$ cat config.mk
export PLATFORM = sky130hd
export DESIGN_NAME = bcd_multiplier
export DESIGN_NICKNAME = d
export VERILOG_FILES = /design/src/rtl/bcd_multiplier_pkg.sv /design/src/rtl/bcd_multiplier_adder.sv /design/src/rtl/bcd_multiplier.sv
export SDC_FILE = /design/constraint.sdc
export NUM_CORES = 1
export LEC_CHECK = 0
export BUFFER_PORTS_ARGS = -buffer_cell sky130_fd_sc_hd__buf_2
export CAP_MARGIN = 20
export CORE_MARGIN = 2
export CORE_UTILIZATION = 36
export CTS_BUF_LIST = sky130_fd_sc_hd__clkbuf_4 sky130_fd_sc_hd__clkbuf_8
export CTS_CLUSTER_DIAMETER = 80
export DETAILED_ROUTE_END_ITERATION = 8
export PLACE_DENSITY = 0.59
export RECOVER_POWER = 100
export SYNTH_ARGS = -nofsm -noshare
export SYNTH_HDL_FRONTEND = slang
export SYNTH_SLANG_ARGS = --single-unit
$ cat constraint.sdc
create_clock -name clk -period 10.2 [get_ports clk]
set_input_delay 0.51 -clock clk [delete_from_list [all_inputs] [get_ports clk]]
set_output_delay 0.51 -clock clk [all_outputs]
set_load 0.02 [all_outputs]
$ cat src/rtl/bcd_multiplier_pkg.sv
// Shared types, sizes and BCD digit helpers for bcd_multiplier.
// Optional BCD_MULTIPLIER_DIGIT_CHECK_EN build uses digits_valid().
package bcd_multiplier_pkg;

  localparam int unsigned DIGITS        = 4;
  localparam int unsigned DIGIT_W       = 4;
  localparam int unsigned PROD_W        = 32;
  localparam int unsigned PROD_DIGITS   = PROD_W / DIGIT_W;
  localparam int unsigned BCD_MAX_DIGIT = 9;

  typedef enum logic [2:0] {IDLE, LOAD, ADD, SHIFT, DONE} state_t;

  function automatic logic bcd_carry(input logic [DIGIT_W:0] raw);
    return raw > (DIGIT_W+1)'(BCD_MAX_DIGIT);
  endfunction

  // Binary digit sum above 9 wraps by adding 6, the gap between hex and decimal.
  function automatic logic [DIGIT_W-1:0] bcd_fix(input logic [DIGIT_W:0] raw);
    return bcd_carry(raw) ? DIGIT_W'(raw + (DIGIT_W+1)'(6)) : raw[DIGIT_W-1:0];
  endfunction

  function automatic logic digits_valid(input logic [DIGITS*DIGIT_W-1:0] v);
    logic ok;
    ok = 1'b1;
    for (int unsigned i = 0; i < DIGITS; i++)
      if (v[i*DIGIT_W +: DIGIT_W] > DIGIT_W'(BCD_MAX_DIGIT)) ok = 1'b0;
    return ok;
  endfunction

endpackage

$ cat src/rtl/bcd_multiplier_adder.sv
// 8-digit ripple decimal adder built from per-digit BCD cells; top carry dropped.
module bcd_adder_8digits
  import bcd_multiplier_pkg::*;
(
  input  logic [PROD_W-1:0] a,
  input  logic [PROD_W-1:0] b,
  output logic [PROD_W-1:0] sum
);

  logic [PROD_DIGITS-1:0] carry;

  assign carry[0] = 1'b0;

  for (genvar i = 0; i < PROD_DIGITS; i++) begin : g_digit
    logic [DIGIT_W:0] raw;

    assign raw = (DIGIT_W+1)'(a[i*DIGIT_W +: DIGIT_W])
               + (DIGIT_W+1)'(b[i*DIGIT_W +: DIGIT_W])
               + (DIGIT_W+1)'(carry[i]);
    assign sum[i*DIGIT_W +: DIGIT_W] = bcd_fix(raw);

    if (i < PROD_DIGITS - 1) begin : g_carry
      assign carry[i+1] = bcd_carry(raw);
    end
  end

endmodule

$ cat src/rtl/bcd_multiplier.sv
// Sequential 4x4-digit BCD multiplier using repeated decimal addition per digit.
// Define BCD_MULTIPLIER_DIGIT_CHECK_EN to reject non-BCD operands with err.
module bcd_multiplier
  import bcd_multiplier_pkg::*;
(
  input  logic                      clk,
  input  logic                      rst,
  input  logic                      start,
  input  logic [DIGITS*DIGIT_W-1:0] multiplicand,
  input  logic [DIGITS*DIGIT_W-1:0] multiplier,
  output logic [PROD_W-1:0]         product,
  output logic                      busy,
  output logic                      end_multiplication,
  output logic                      err
);

  state_t                    state;
  logic [PROD_W-1:0]         mcand;
  logic [PROD_W-1:0]         acc;
  logic [PROD_W-1:0]         acc_sum;
  logic [DIGITS*DIGIT_W-1:0] mplier;
  logic [DIGIT_W-1:0]        count;
  logic [1:0]                idx;

  bcd_adder_8digits u_adder (
    .a   (acc),
    .b   (mcand),
    .sum (acc_sum)
  );

  always_ff @(posedge clk or posedge rst) begin
    if (rst) begin
      state              <= IDLE;
      mcand              <= '0;
      acc                <= '0;
      mplier             <= '0;
      count              <= '0;
      idx                <= '0;
      product            <= '0;
      busy               <= 1'b0;
      end_multiplication <= 1'b0;
      err                <= 1'b0;
    end else begin
      case (state)
        IDLE: begin
          if (start) begin
`ifdef BCD_MULTIPLIER_DIGIT_CHECK_EN
            if (!digits_valid(multiplicand) || !digits_valid(multiplier)) begin
              product            <= '0;
              err                <= 1'b1;
              end_multiplication <= 1'b1;
              state              <= DONE;
            end else
`endif
            begin
              mcand  <= PROD_W'(multiplicand);
              mplier <= multiplier;
              acc    <= '0;
              idx    <= '0;
              busy   <= 1'b1;
              state  <= LOAD;
            end
          end
        end
        LOAD: begin
          count <= mplier[DIGIT_W-1:0];
          state <= ADD;
        end
        ADD: begin
          if (count != '0) begin
            acc   <= acc_sum;
            count <= count - DIGIT_W'(1);
          end else begin
            state <= SHIFT;
          end
        end
        SHIFT: begin
          mcand  <= mcand << DIGIT_W;
          mplier <= mplier >> DIGIT_W;
          idx    <= idx + 2'd1;
          // Result registers load on the edge entering DONE so they are valid
          // in the same cycle end_multiplication is high.
          if (idx == 2'd3) begin
            product            <= acc;
            err                <= 1'b0;
            busy               <= 1'b0;
            end_multiplication <= 1'b1;
            state              <= DONE;
          end else begin
            state <= LOAD;
          end
        end
        DONE: begin
          end_multiplication <= 1'b0;
          state              <= IDLE;
        end
        default: state <= IDLE;
      endcase
    end
  end

endmodule

# --- After elaboration in Yosys (flattened, before gate mapping) ---
# Index checks and enable logic that the tools add are counted.
classes:
  n_mux: 28
  order_cmp: 8
  reduce_logical: 13
  eq_ne: 9
  add_sub_neg: 25
op_table:
  columns: ["cell", "n"]
  rows:
  - ["$pmux W32 S2", 2]
  - ["$mux W32", 3]
  - ["$add A4 B4 Y5", 8]
  - ["$gt A5 B4 Y1 const B", 8]
  - ["$mux W4", 9]
  - ["$add A5 B1 Y5", 7]
  - ["$add A4 B3 Y4 const B", 8]
  - ["$pmux W16 S2", 1]
  - ["$mux W16", 1]
  - ["$pmux W3 S4", 1]
  - ["$reduce_and A2 Y1", 5]
  - ["$mux W3", 3]
  - ["$ne A2 B2 Y1 const B", 4]
  - ["$pmux W4 S2", 1]
  - ["$reduce_bool A2 Y1", 4]
  - ["$eq A3 B2 Y1 const B", 2]
  - ["$reduce_and A3 Y1", 2]
  - ["$pmux W1 S2", 2]
  - ["$pmux W2 S2", 1]
  - ["$reduce_bool A4 Y1", 1]
  - ["$sub A4 B1 Y4 const B", 1]
  - ["$eq A3 B1 Y1 const B", 1]
  - ["$eq A3 B3 Y1 const B", 1]
  - ["$logic_not A3 Y1", 1]
  - ["other kinds (4)", 6]
totals:
  output_inout_bits: 35
  input_bits: 35
  ff_bits: 123

# --- Logic depth before layout (Yosys ltp) ---
depth:
  word_depth: 19
  ltp_mapped: 52
  depth_no_buf: 52

# --- Hierarchy ---
# Synthesis repeated with hierarchy kept, for this count alone.
unflattened:
  hier_cells: 713
  area_unflattened_um2: 7018.0
modules_own_cells:
  columns: ["module", "n_inst", "area_each_um2", "seq_area_each_um2", "cells_per_inst"]
  rows:
  - ["bcd_multiplier", 1, 5067.4, 3078.0, 482]
  - ["bcd_adder_8digits", 1, 1950.6, 0.0, 231]

# --- Worst setup path before layout ---
# OpenSTA, ideal clock, no wires.
synth_timing:
  path_kind: "register to register"
  from: "reg mcand[0]"
  to: "reg acc[30]"
  stages_incl_launch_ff: 49
  arrival_time_ns: 10.511
  period_less_slack_ns: 10.579
  setup_slack_ns: -0.379
  required_time_ns: 10.131
  cell_sequence: "dfrtp_1 > ha_1 > inv_1 > fa_1 > xor2_1 > nand2_1 > a21oi_1 > fa_1 > inv_1 > fa_1 > xor2_1 > nor2_1 > o21a_1 > fa_1 > inv_1 > fa_1 > nor2_1 > o21a_1 > (+13 left out) > fa_1 > xor2_1 > nor2_1 > o21a_1 > fa_1 > inv_1 > fa_1 > nor2_1 > o21a_1 > fa_1 > inv_1 > fa_1 > inv_1 > ha_1 > a22o_1 > or3b_2 > a211o_1 > nand3_1"
synth_between:
  elab_chain_len: 19
  word_cells_on_any_way: 20
synth_lines:
  columns: ["item", "line", "text"]
  rows:
  - ["start, declared", "bcd_multiplier.sv:18", "logic [PROD_W-1:0] mcand;"]
  - ["start signal, assigned", "bcd_multiplier.sv:56", "mcand <= PROD_W'(multiplicand);"]
  - ["start signal, assigned", "bcd_multiplier.sv:78", "mcand <= mcand << DIGIT_W;"]
  - ["$add A4 B4 Y5 *", "bcd_multiplier_adder.sv:18", "+ (DIGIT_W+1)'(b[i*DIGIT_W +: DIGIT_W])"]
  - ["$gt A5 B4 Y1 *", "bcd_multiplier_pkg.sv:14", "return raw > (DIGIT_W+1)'(BCD_MAX_DIGIT);"]
  - ["$add A5 B1 Y5 *", "bcd_multiplier_adder.sv:19", "+ (DIGIT_W+1)'(carry[i]);"]
  - ["$gt A5 B4 Y1 *", "bcd_multiplier_pkg.sv:14", null]
  - ["$add A5 B1 Y5 *", "bcd_multiplier_adder.sv:19", null]
  - ["$gt A5 B4 Y1 *", "bcd_multiplier_pkg.sv:14", null]
  - ["$add A5 B1 Y5 *", "bcd_multiplier_adder.sv:19", null]
  - ["$gt A5 B4 Y1 *", "bcd_multiplier_pkg.sv:14", null]
  - ["(+3 left out)", null, null]
  - ["$gt A5 B4 Y1 *", "bcd_multiplier_pkg.sv:14", null]
  - ["$add A5 B1 Y5 *", "bcd_multiplier_adder.sv:19", null]
  - ["$gt A5 B4 Y1 *", "bcd_multiplier_pkg.sv:14", null]
  - ["$add A5 B1 Y5 *", "bcd_multiplier_adder.sv:19", null]
  - ["$add A4 B3 Y4 / $gt A5 B4 Y1 (equally long branches)", "bcd_multiplier_pkg.sv:19, bcd_multiplier_pkg.sv:14", null]
  - ["$mux W4 *", "bcd_multiplier_pkg.sv:19", "return bcd_carry(raw) ? DIGIT_W'(raw + (DIGIT_W+1)'(6)) : raw[DIGIT_W-1:0];"]
  - ["$mux W32 *", "bcd_multiplier.sv:70", "if (count != '0) begin"]
  - ["$pmux W32 S2 *", "bcd_multiplier.sv:44", "case (state)"]
  - ["end signal, assigned", "bcd_multiplier.sv:71", "acc <= acc_sum;"]
  - ["end, declared", "bcd_multiplier.sv:19", "logic [PROD_W-1:0] acc;"]
# Mark *: on every way between the ends. The rest lies on a longest branch, timed or not. The select of a mux whose other input is x is not followed.
# A chain may end at the register's enable or synchronous reset.

# --- Final worst setup path ---
layout_timing:
  from: "reg acc[0]"
  to: "reg acc[29]"
layout_between:
  elab_chain_len: 19
  word_cells_on_any_way: 20
layout_lines:
  columns: ["item", "line"]
  rows:
  - ["$add A4 B4 Y5 *", "bcd_multiplier_adder.sv:18"]
  - ["$gt A5 B4 Y1 *", "bcd_multiplier_pkg.sv:14"]
  - ["$add A5 B1 Y5 *", "bcd_multiplier_adder.sv:19"]
  - ["$gt A5 B4 Y1 *", "bcd_multiplier_pkg.sv:14"]
  - ["$add A5 B1 Y5 *", "bcd_multiplier_adder.sv:19"]
  - ["$gt A5 B4 Y1 *", "bcd_multiplier_pkg.sv:14"]
  - ["$add A5 B1 Y5 *", "bcd_multiplier_adder.sv:19"]
  - ["$gt A5 B4 Y1 *", "bcd_multiplier_pkg.sv:14"]
  - ["(+3 left out)", null]
  - ["$gt A5 B4 Y1 *", "bcd_multiplier_pkg.sv:14"]
  - ["$add A5 B1 Y5 *", "bcd_multiplier_adder.sv:19"]
  - ["$gt A5 B4 Y1 *", "bcd_multiplier_pkg.sv:14"]
  - ["$add A5 B1 Y5 *", "bcd_multiplier_adder.sv:19"]
  - ["$add A4 B3 Y4 / $gt A5 B4 Y1 (equally long branches)", "bcd_multiplier_pkg.sv:19, bcd_multiplier_pkg.sv:14"]
  - ["$mux W4 *", "bcd_multiplier_pkg.sv:19"]
  - ["$mux W32 *", "bcd_multiplier.sv:70"]
  - ["$pmux W32 S2 *", "bcd_multiplier.sv:44"]
# Marked as above.

==> impl_metrics.env <==
export IMPL_status="finished with violations"
export IMPL_violations="max-capacitance violations, max-slew violations, negative setup slack"
export IMPL_period_needed_ns=10.33
export IMPL_drt_pass1_iter_count=4
export IMPL_coreArea_um2=18000
export IMPL_io_buffers=68
export IMPL_finalMaxSlewViolations=126
export IMPL_drc_errors=0
export IMPL_synth_top_area_share_pct=46.3
export IMPL_syn_to_final_growth_pct=22.7
export IMPL_grt_pass1_vias=5454
export IMPL_track_usage_pct=16.7
export IMPL_critical_path_top_delay_family="adder cells"
export IMPL_via_per_inst=5.24
export IMPL_synth_main_ff_cell="dfrtp_1"
export IMPL_maxSlewHeadroom_pct=-107
export IMPL_die_x_um=140
export IMPL_die_h_um=140
export IMPL_critical_path_buf_inv_count=9
export IMPL_yosys_top_cells_area="dfrtp_1 46%, ha_1 6.6%, fa_1 4.5%, mux2_2 4.1%, nor2_1 3.6%"
export IMPL_period_share_pct=101
export IMPL_drive_above_1_share_pct=27.8
export IMPL_syn_instance_count=645
export IMPL_ys_types=50
export IMPL_cts_tree="built"
export IMPL_wl_um=15800
export IMPL_worstMarginPinSlew_ns=3.11
export IMPL_syn_area_um2=6650
export IMPL_drt_iter0_markers=273
export IMPL_layout_nets=853
export IMPL_synth_edff_count=0
export IMPL_io_pins=70
export IMPL_fin_skew_ns=0.0113
export IMPL_worst_setup_path_start_kind="flop"
export IMPL_worstHoldPathCells=3
export IMPL_avgSynthCellArea_um2=10.3
export IMPL_clk_pin_slew_ns=0.07
export IMPL_cp_end_kind="flop"
export IMPL_antenna_found_initial=0
export IMPL_place_congestion=0.900
export IMPL_vias=5283
export IMPL_yosysSeqAreaShare_pct=46.3
export IMPL_antenna_cells=0
export IMPL_max_stage_delay_ns=0.58
export IMPL_finalNonFillerCells=1009
export IMPL_fin_ws_ns=-0.127
export IMPL_grt_ovfl_total=0
export IMPL_root_buffer="clkbuf_8"
export IMPL_placementRows=49
export IMPL_reg2regPathDepth=51
export IMPL_max_freq_mhz=96.8
export IMPL_worstPathArrival_ns=10.61
export IMPL_wl_per_cell_um=15.7
export IMPL_async_flop_share_pct=100
export IMPL_synth_top_cell_by_area="dfrtp_1"
export IMPL_required_ns=10.49
export IMPL_syn_nets=730
export IMPL_cp_depth=51
export IMPL_min_path_type="in -> reg"
export IMPL_grt_pass1_wl_um=26600
export IMPL_cap_viol_max_count=2
export IMPL_yosys_warnings=0
export IMPL_dieArea_um2=19600
export IMPL_finalSetupViolCount=2
export IMPL_clock_insertion_delay_worst_skew_ns=0.45
export IMPL_final_util_pct=45.2
export IMPL_rsz0062_at_grt="yes"
export IMPL_dp_cells=965
export IMPL_crit_top_cell="fa_2"
export IMPL_cts_made_buffers=17
export IMPL_initial_core_util_pct=36.9
export IMPL_dp_hpwl_um=10800
export IMPL_ant_nets=0
export IMPL_htreeDepth=4
export IMPL_path_max_fanout=3
export IMPL_crit_slowest_cell="fa_2"
export IMPL_cts_buffer_depth=2
export IMPL_synth_seq_cells=123
export IMPL_critPathKind="reg -> reg"
export IMPL_cts_sinks=123
export IMPL_grt_start_max_net_pins=66
export IMPL_timing_final_hold_violations=0
[layer usage]
layer	GRT usage, %	up-vias	share of wire, %
li1	-	2573	-
met1	21.0	2608	46
met2	28.2	83	49
met3	3.35	19	3.2
met4	6.95	0	1.8
met5	0	-	0
[logic make-up after synthesis]
| group | count (synthesis) | share of synthesized area (%) |
|---|---|---|
| AND/OR/NAND/NOR | 174 | 12.5 |
| flip-flops | 123 | 46.3 |
| AO/OA/AOI/OAI | 188 | 19.8 |
| other | 1 | 0.0564 |
| buffers and inverters | 73 | 4.57 |
| XOR/XNOR | 11 | 1.45 |
| adder cells (fa/ha/maj) | 50 | 11.1 |
| multiplexers | 25 | 4.22 |
[layout make-up]
cell class	instances	area [µm²]
Fill cell	1735	9870
Multi-Input combinational cell	449	3460
Sequential cell	123	3080
Timing Repair Buffer	132	786
Tap cell	229	287
Clock buffer	20	275
Inverter	45	170
Clock inverter	11	95.1
[worst paths after layout]
kind	from	to	slack (ns)
worst min-delay path	multiplicand[1]	mcand[1]	0.28
max in group asynchronous	rst	acc[2]	5.43
worst max register to register	acc[0]	acc[29]	-0.13
min in group asynchronous	rst	mplier[14]	0.89
worst max-delay path	acc[0]	acc[29]	-0.13
worst min register to register	product[24]	product[24]	0.48
[placed cells by master (no fill, tap or decap), types with 7 or more instances in the layout]
cell | netlist | routed
ha_1 | 35 | 33
clkbuf_8 | 0 | 20
a311oi_1 | 12 | 12
buf_2 | 6 | 34
nand3_1 | 22 | 21
nor3b_1 | 7 | 7
o22ai_1 | 29 | 29
inv_2 | 0 | 9
nor2_1 | 64 | 58
o21ai_0 | 38 | 35
clkbuf_1 | 17 | 35
mux2_2 | 24 | 24
and3_1 | 9 | 9
nor2b_1 | 9 | 8
fa_2 | 0 | 15
or3_1 | 7 | 7
a21o_1 | 9 | 9
a211oi_1 | 13 | 13
o21a_1 | 12 | 12
dfrtp_1 | 123 | 123
a22o_1 | 21 | 21
a21oi_2 | 0 | 9
inv_1 | 45 | 35
a21oi_1 | 31 | 22
nand2_1 | 39 | 38
buf_4 | 2 | 61
[flip-flops by register name, indices dropped and copies added, names as in the netlist]
register,flops
mplier,16
state,3
idx,2
end_multiplication,1
busy,1
count,4
acc,32
mcand,32
product,32
[metrics by stage]
step | setup slack [ns] | setup TNS, ns | hold WS, ns | cell area [µm²]
2_1_floorplan | 0.0320 | 0 | 0.466 | 6760
3_3_place_gp | 0.00265 | 0 | 0.459 | 7640
3_5_place_dp | -0.286 | -0.552 | 0.468 | 7640
4_1_cts | -0.141 | -0.272 | 0.250 | 8080
5_1_grt | -0.591 | -1.52 | 0.266 | 8160
6_report | -0.127 | -0.244 | 0.282 | 8160
[cell usage after synthesis (17+ instances only)]
cell type	number
a21oi_1	31
a22o_1	21
clkbuf_1	17
dfrtp_1	123
ha_1	35
inv_1	45
mux2_2	24
nand2_1	39
nand3_1	22
nor2_1	64
o21ai_0	38
o22ai_1	29
[what timing repair did]
item | CTS | global route
hold buffers | 0 | 0
pin swaps | 3 | 7
endpoints found under the setup margin | 2 | 3
buffers inserted | 5 | 7
gates resized for setup | 10 | 24
gates cloned | 0 | 0
[tightest hold or removal path: cells and delay by family]
| family | cells | cell delay (ns) |
|---|---|---|
| AOI/OAI and AO/OA | 1 | 0.06 |
| buffers and inverters | 1 | 0.08 |
| and+or+nand+nor | 1 | 0.04 |
Power is left out: the tool's default activity adds up to more than one toggle a clock period on the data nets, which glitch-free logic cannot reach.
